--- src/rtl/pipe_ctrl.sv ---
// Pipeline sequencing controller: per-stage stall vector, exception flush/redirect,
// multi-cycle divide sequencing and a saturating stall-cycle counter.
module pipe_ctrl #(
    parameter int DIV_CYCLES = 32,
    parameter int CNT_W      = 8
) (
    input  logic        clk,
    input  logic        rst,
    input  logic        stallreq_id,
    input  logic        div_start,
    input  logic        excp_req,
    input  logic [31:0] excp_pc,
    output logic [5:0]  stall,
    output logic        flush,
    output logic [31:0] new_pc,
    output logic        div_busy,
    output logic        div_done,
    output logic [31:0] stall_cycles
);

    typedef enum logic {
        S_IDLE     = 1'b0,
        S_DIV_BUSY = 1'b1
    } state_t;

    localparam logic [5:0]       STALL_EX = 6'b001111;
    localparam logic [5:0]       STALL_ID = 6'b000111;
    localparam logic [CNT_W-1:0] CNT_LOAD = CNT_W'(DIV_CYCLES - 1);

    state_t           r_state;
    state_t           w_state_next;
    logic [CNT_W-1:0] r_cnt;
    logic [CNT_W-1:0] w_cnt_next;
    logic [31:0]      r_stall_cycles;

    logic [5:0]       w_stall;
    logic             w_flush;
    logic [31:0]      w_new_pc;
    logic             w_div_busy;
    logic             w_div_done;

    always_comb begin
        w_state_next = r_state;
        w_cnt_next   = r_cnt;
        w_stall      = '0;
        w_flush      = 1'b0;
        w_new_pc     = '0;
        w_div_busy   = 1'b0;
        w_div_done   = 1'b0;
        case (r_state)
            S_IDLE: begin
                if (excp_req) begin
                    w_flush  = 1'b1;
                    w_new_pc = excp_pc;
                end else if (div_start) begin
                    w_stall      = STALL_EX;
                    w_state_next = S_DIV_BUSY;
                    w_cnt_next   = CNT_LOAD;
                end else if (stallreq_id) begin
                    w_stall = STALL_ID;
                end
            end
            S_DIV_BUSY: begin
                w_div_busy = 1'b1;
                if (excp_req) begin
                    // Abort: the divide result is discarded, no completion pulse
                    w_flush      = 1'b1;
                    w_new_pc     = excp_pc;
                    w_state_next = S_IDLE;
                    w_cnt_next   = '0;
                end else if (r_cnt != '0) begin
                    w_stall    = STALL_EX;
                    w_cnt_next = r_cnt - CNT_W'(1);
                end else begin
                    w_div_done   = 1'b1;
                    w_stall      = stallreq_id ? STALL_ID : 6'b000000;
                    w_state_next = S_IDLE;
                end
            end
            default: w_state_next = S_IDLE;
        endcase
    end

    always_ff @(posedge clk or negedge rst) begin
        if (!rst) begin
            r_state        <= S_IDLE;
            r_cnt          <= '0;
            r_stall_cycles <= '0;
        end else begin
            r_state <= w_state_next;
            r_cnt   <= w_cnt_next;
            if ((w_stall != '0) && (r_stall_cycles != '1)) begin
                r_stall_cycles <= r_stall_cycles + 32'd1;
            end
        end
    end

    // Combinational outputs are forced quiet while reset is held
    assign stall        = rst ? w_stall    : '0;
    assign flush        = rst ? w_flush    : 1'b0;
    assign new_pc       = rst ? w_new_pc   : '0;
    assign div_busy     = rst ? w_div_busy : 1'b0;
    assign div_done     = rst ? w_div_done : 1'b0;
    assign stall_cycles = r_stall_cycles;

endmodule

--- config.mk ---
export PLATFORM = sky130hd
export DESIGN_NAME = pipe_ctrl
export DESIGN_NICKNAME = d
export VERILOG_FILES = /design/src/rtl/pipe_ctrl.sv
export SDC_FILE = /design/constraint.sdc
export NUM_CORES = 1
export LEC_CHECK = 0
export BUFFER_PORTS_ARGS = -buffer_cell sky130_fd_sc_hd__buf_2
export CAP_MARGIN = 20
export CORE_MARGIN = 1.5
export CORE_UTILIZATION = 43
export CTS_CLUSTER_SIZE = 20
export DETAILED_ROUTE_END_ITERATION = 6
export HOLD_SLACK_MARGIN = 0.06
export PLACE_DENSITY = 0.87
export SYNTH_ARGS = -nofsm -noshare
export SYNTH_HDL_FRONTEND = slang
export SYNTH_SLANG_ARGS = --single-unit
--- constraint.sdc ---
create_clock -name clk -period 2.2 [get_ports clk]
set_clock_uncertainty 0.2 [all_clocks]
set_input_delay 0.22 -clock clk [delete_from_list [all_inputs] [get_ports clk]]
set_output_delay 0.22 -clock clk [all_outputs]
set_load 0.01 [all_outputs]
Word level (Yosys, flattened, before mapping). Cells that the tools add are included.

Logic and storage cells: 41. Bits in registers: 41. Input port bits: 37.

Eq/ne operators: 4. Reductions and logical operators: 4. Multiplexer cells: 27. Add/subtract/negate cells: 2. Bitwise gates (word level): 1.

Operators with widths (number): 32-bit 2-to-1 mux (2); 32-bit by 1-bit adder with 32-bit output (second input constant) (1); 8-bit 2-to-1 mux (4); 32-bit != test (second input constant) (1); 6-bit 2-to-1 mux (3); 8-bit case mux with 2 select lines (1); 1-bit 2-to-1 mux (12); 6-bit case mux with 2 select lines (1); 4-bit 2-to-1 mux (2); 8-bit nonzero test (1); 8-bit by 1-bit subtractor with 8-bit output (second input constant) (1); 6-bit nonzero test (1); 2-bit != test (second input constant) (2); 3-bit 2-to-1 mux (1); 3-bit by 2-bit != test with 1-bit output (second input constant) (1); 3-bit AND reduction (1); 1-bit case mux with 2 select lines (1); 1-bit logical AND (1); 1-bit NOT (1).

Longest topological paths before layout.
Depth after elaboration: 6. Depth in mapped cells: 8. Mapped depth without buffers: 7.

Worst setup path after synthesis. OpenSTA, ideal clock, no wires.

Path kind: register to register. From: reg r_cnt[0]. To: reg r_stall_cycles[1] (netlist: stall_cycles[1]). Slack: -242 ps. Cell stages (with the launch flop): 8. Data arrival time: 2117 ps. Buffers on the path: 0. Clock period less this slack: 2442 ps. Library setup time: 125 ps. Path through: dfrtp_1 > inv_1 > ha_1 > or4b_4 > or4_4 > nand2_4 > nor2_2 > mux2_4.

Longest elaborated chain between the ends: 6.

Ends and longest elaborated chain: from (decl) (RTL line 32) `logic [CNT_W-1:0] r_cnt;`; from (signal assigned) (RTL line 91) `r_cnt <= w_cnt_next;`; 8-bit nonzero test (RTL line 71) `end else if (r_cnt != '0) begin`; 6-bit 2-to-1 mux (RTL line 71); 6-bit 2-to-1 mux (RTL line 65) `if (excp_req) begin`; 6-bit case mux with 2 select lines (RTL line 50) `case (r_state)`; 6-bit nonzero test (RTL line 92) `if ((w_stall != '0) && (r_stall_cycles != '1)) begin`; 1-bit logical AND (RTL line 92); to (signal assigned) (RTL line 93) `r_stall_cycles <= r_stall_cycles + 32'd1;`; to (decl) (RTL line 34) `logic [31:0] r_stall_cycles;`.

Every way passes these cells. A chain may end at the register's enable or synchronous reset.

Final worst setup path.
From: reg r_cnt[0]. To: out stall[2].

Longest elaborated chain between the ends: 5.

Ends and longest elaborated chain: 8-bit nonzero test (RTL line 71); 6-bit 2-to-1 mux (RTL line 71); 6-bit 2-to-1 mux (RTL line 65); 6-bit case mux with 2 select lines (RTL line 50); 6-bit 2-to-1 mux (RTL line 99) `assign stall = rst ? w_stall : '0;`; to (decl) (RTL line 13) `output logic [5:0] stall,`.

Every way passes these cells.

==> metrics.log <==
[metrics] Critical Path Fanout Max: 3
[metrics] Critical Setup Path Class: reg2out
[metrics] number of different library cells in the post-synthesis netlist: 42
[metrics] DRT antenna net count: 0
[metrics] die height: around 79 um
[metrics] violated checks: setup timing
[metrics] die width: about 79 um
[metrics] DRC violations left: 0
[metrics] maximum buffer depth of the clock tree: 2
[metrics] TritonCTS Buffers: 5
[metrics] final cycle utilization of the critical path: 1.204
[metrics] Switch Pwr: approximately 750 uW
[metrics] Clock Root Buffer: sky130_fd_sc_hd__clkbuf_8
[metrics] total internal power: 1464 uW
[metrics] critical path capture point type: output pin
[metrics] ratio of cells with drive above 1 in the final layout: 0.5117
[metrics] most frequent standard cell in the layout excluding fill and tap cells: sky130_fd_sc_hd__buf_2
[metrics] number of iterations in the first detailed-routing pass: 5
[metrics] fraction of power spent switching nets: 0.3373
[metrics] startpoint class of the critical path: register
[metrics] post-DR vias/cell: between 5 and 6
[metrics] slack of the critical path: -449.6 ps
[metrics] number of clock sinks: a little over 40
[metrics] clock period minus final worst setup slack: 2650 ps
[metrics] routed wire length: 8.749 mm
[metrics] commonest cells after routing, fill and taps aside: sky130_fd_sc_hd__buf_2, sky130_fd_sc_hd__buf_4, sky130_fd_sc_hd__dfrtp_1, sky130_fd_sc_hd__and3_1, sky130_fd_sc_hd__xor2_1
[metrics] Synth area leader: sky130_fd_sc_hd__dfrtp_1
[metrics] cell types occupying the most area after synthesis: sky130_fd_sc_hd__dfrtp_1, sky130_fd_sc_hd__xor2_1, sky130_fd_sc_hd__and3_1
[metrics] insertion delay to the later sink of the worst-skew pair: roughly 310 ps
[metrics] setup slack on the worst flop-to-flop path: -410 ps
[metrics] largest voltage drop on the vdd net: 0.4632 mV
[metrics] quantity of I/O buffers inserted on ports: 107
[metrics] FMAX: around 380 MHz
[metrics] via count: 2,877
[metrics] worst relative slew slack: 0.6010
[metrics] cell area power density: 566.2 mW/mm2
[metrics] routability cong.: ~0.94
[metrics] Max Cap Violations: 0
[metrics] core area: 0.005540 mm2
[metrics] maximum number of pins on one net before global-route repair: between 40 and 50
[metrics] DIE AREA: 0.006232 mm2
[metrics] status: finished with violations
[metrics] antenna violations before repair: 0
[metrics] total of warnings raised by yosys: 0
[metrics] number of synthesized register bits: between 40 and 50
[metrics] max layer used: met4
[metrics] cells after synthesis: 273
[metrics] via count of the first global-routing pass: ~2,600
[metrics] Worst Path Required: ~1800 ps
[metrics] nets@finish: between 400 and 500
[metrics] share of total power in combinational logic: 0.354
[metrics] WL met1: around 3.2 mm
[metrics] clock-pin slew of the registers on the worst-case setup and hold paths: roughly 80 ps
[metrics] Seq/Total Area, Yosys: 0.4137
[metrics] global-route wire length before repair: roughly 12 mm
[metrics] total of endpoints with negative setup slack in the final report: 40
[metrics] total met2 wirelength after detailed routing: between 4 and 5 mm
[metrics] # diodes: 0
[metrics] drt initial violations: just under 200
[metrics] Synth Cell Area: about 0.0025 mm2
[metrics] relative contribution of the clock network to total power: 0.235
[metrics] gr usage total: 0.2490
[metrics] Hold/Removal Path Class: in2async
[metrics] metal3 WL: about 650 um
[metrics] effective utilization at floorplan: 0.4476
[metrics] detailed-placement wirelength estimate: about 5.5 mm
[metrics] transition time at the pin with the least slew margin: 596.2 ps
[metrics] minimum hold slack: ~180 ps
[metrics] remaining global-route overflow: 0
[metrics] total count of max-transition violations in the final report: 0
[metrics] Area Overhead vs Synth: 57.37%
[metrics] total I/O pin count: 110
[metrics] cell count after placement: roughly 490
[metrics] unrepaired setup endpoints after global routing: true
[metrics] final number of hold-violating endpoints: 0
[metrics] TritonCTS clock tree: done
[metrics] top-area cell type share of the netlist area: 0.4137
[metrics] non-filler cells, final: ~500
[metrics] Mean Syn Cell Area: ~9 um2
[metrics] Worst EP arrival: around 2200 ps
[metrics] deepest level of the CTS H-tree: 2
[metrics] total of fill cells in the finished design: approximately 350
[metrics] routed length per instance: between 15 and 20 um
[metrics] power share of the sequential group: 0.411
[metrics] combined flip-flop and latch cell area: 0.001027 mm2
[metrics] row count: 27
[metrics] leakage: between 0.002 and 0.0025 uW
[metrics] area taken by multi-input logic gates: 0.001614 mm2
layout make-up:
cell class,instances,share of cell area
clock buffers,7,0.02212
inverters,10,0.009618
multi-input cells,205,0.4136
flip-flops and latches,41,0.2632
well taps,72,0.02308
repair buffers,163,0.2684
flip-flops by register name, indices dropped and copies added (netlist names):
register	count
r_cnt	8
r_state	1
stall_cycles	32
critical path: stages (launching register included):
cell	delay, ps
sky130_fd_sc_hd__dfrtp_1	390
sky130_fd_sc_hd__inv_2	80
sky130_fd_sc_hd__ha_4	120
sky130_fd_sc_hd__or4b_4	480
sky130_fd_sc_hd__or4_4	550
sky130_fd_sc_hd__nand2_4	110
sky130_fd_sc_hd__nor2_4	50
sky130_fd_sc_hd__buf_6	130
timing repair:
item | 4_1_cts | 5_1_grt
resized for setup | 15 | 56
setup buffers | 2 | 3
endpoints found under the setup margin | 43 | 44
hold buffers | 1 | 0
cloned | 0 | 0
pin swaps | 3 | 24
endpoints found under the hold margin | 2 | 0
metrics by stage:
stage	setup WS (ps)	total power [uW]	utilization	setup TNS, ps	cell area (um2)
after floorplan	-205.7	1244	-	-4809	2539
after global placement	-135.2	1574	0.6188	-3862	3428
after detailed placement	-222.5	1612	0.6188	-6629	3428
after CTS	-410.0	2126	0.6475	-12060	3587
after global routing	-484.9	2304	0.7044	-15480	3902
final	-449.6	2209	0.7044	-13510	3902
power by group through the flow:
stage	sequential, uW	combinational, uW	clock (uW)
after floorplan	985	259	0
after global placement	905	669	0
after detailed placement	914	697	0
after CTS	901	715	509
after global routing	914	845	545
final	908	783	518
Yosys cell counts (all sizes together):
master and instances:
nand2b 2, nor3 24, xnor2 4, nand3 16, nand4 7, ha 3
or4b 1, o31a 2, o2bb2ai 1, nor4b 2, nor2 13, nor2b 2
a211oi 1, mux2 3, xor2 27, conb 1, nand2 15, clkbuf 11
and2 2, inv 10, a31oi 2, buf 7, and3 36, or4 2
or3 2, nand3b 1, o21ai 12, nor4 10, dfrtp 41, or2 2
a41oi 2, a21oi 5, nor3b 3, and4 1
metal layers:
metal,vias to the layer above,GRT usage
met1,1397,0.2720
met2,179,0.4716
met5,-,0
met4,0,0.09474
li1,1276,-
met3,25,0.04828
cells by family (layout without fill, tap and decap cells):
| kind of cell | after synthesis | in the layout | synth area share |
|---|---|---|---|
| and+or+nand+nor | 141 | 141 | 0.3305 |
| DFF | 41 | 41 | 0.4137 |
| xor gates and xnor gates | 31 | 31 | 0.1095 |
| buffers and inverters | 28 | 180 | 0.05449 |
| AOI/OAI and AO/OA | 25 | 25 | 0.06004 |
| adders and majority gates | 3 | 3 | 0.01514 |
| muxes | 3 | 3 | 0.01513 |
| other | 1 | 2 | 0.001512 |
worst paths after layout:
| path | from | end | cells after the start |
|---|---|---|---|
| worst max-delay path | r_cnt[0]$_DFFE_PN0P_ | stall[2] | 7 |
| worst min-delay path | rst | r_cnt[4]$_DFFE_PN0P_ | 2 |
| worst max register to register | r_cnt[0]$_DFFE_PN0P_ | stall_cycles[28]$_DFFE_PN0P_ | 8 |
| worst min register to register | stall_cycles[9]$_DFFE_PN0P_ | stall_cycles[9]$_DFFE_PN0P_ | 1 |
| max in group asynchronous | rst | stall_cycles[17]$_DFFE_PN0P_ | 3 |
| min in group clk | div_start | r_cnt[0]$_DFFE_PN0P_ | 4 |
(Power assumes the default switching activity.)
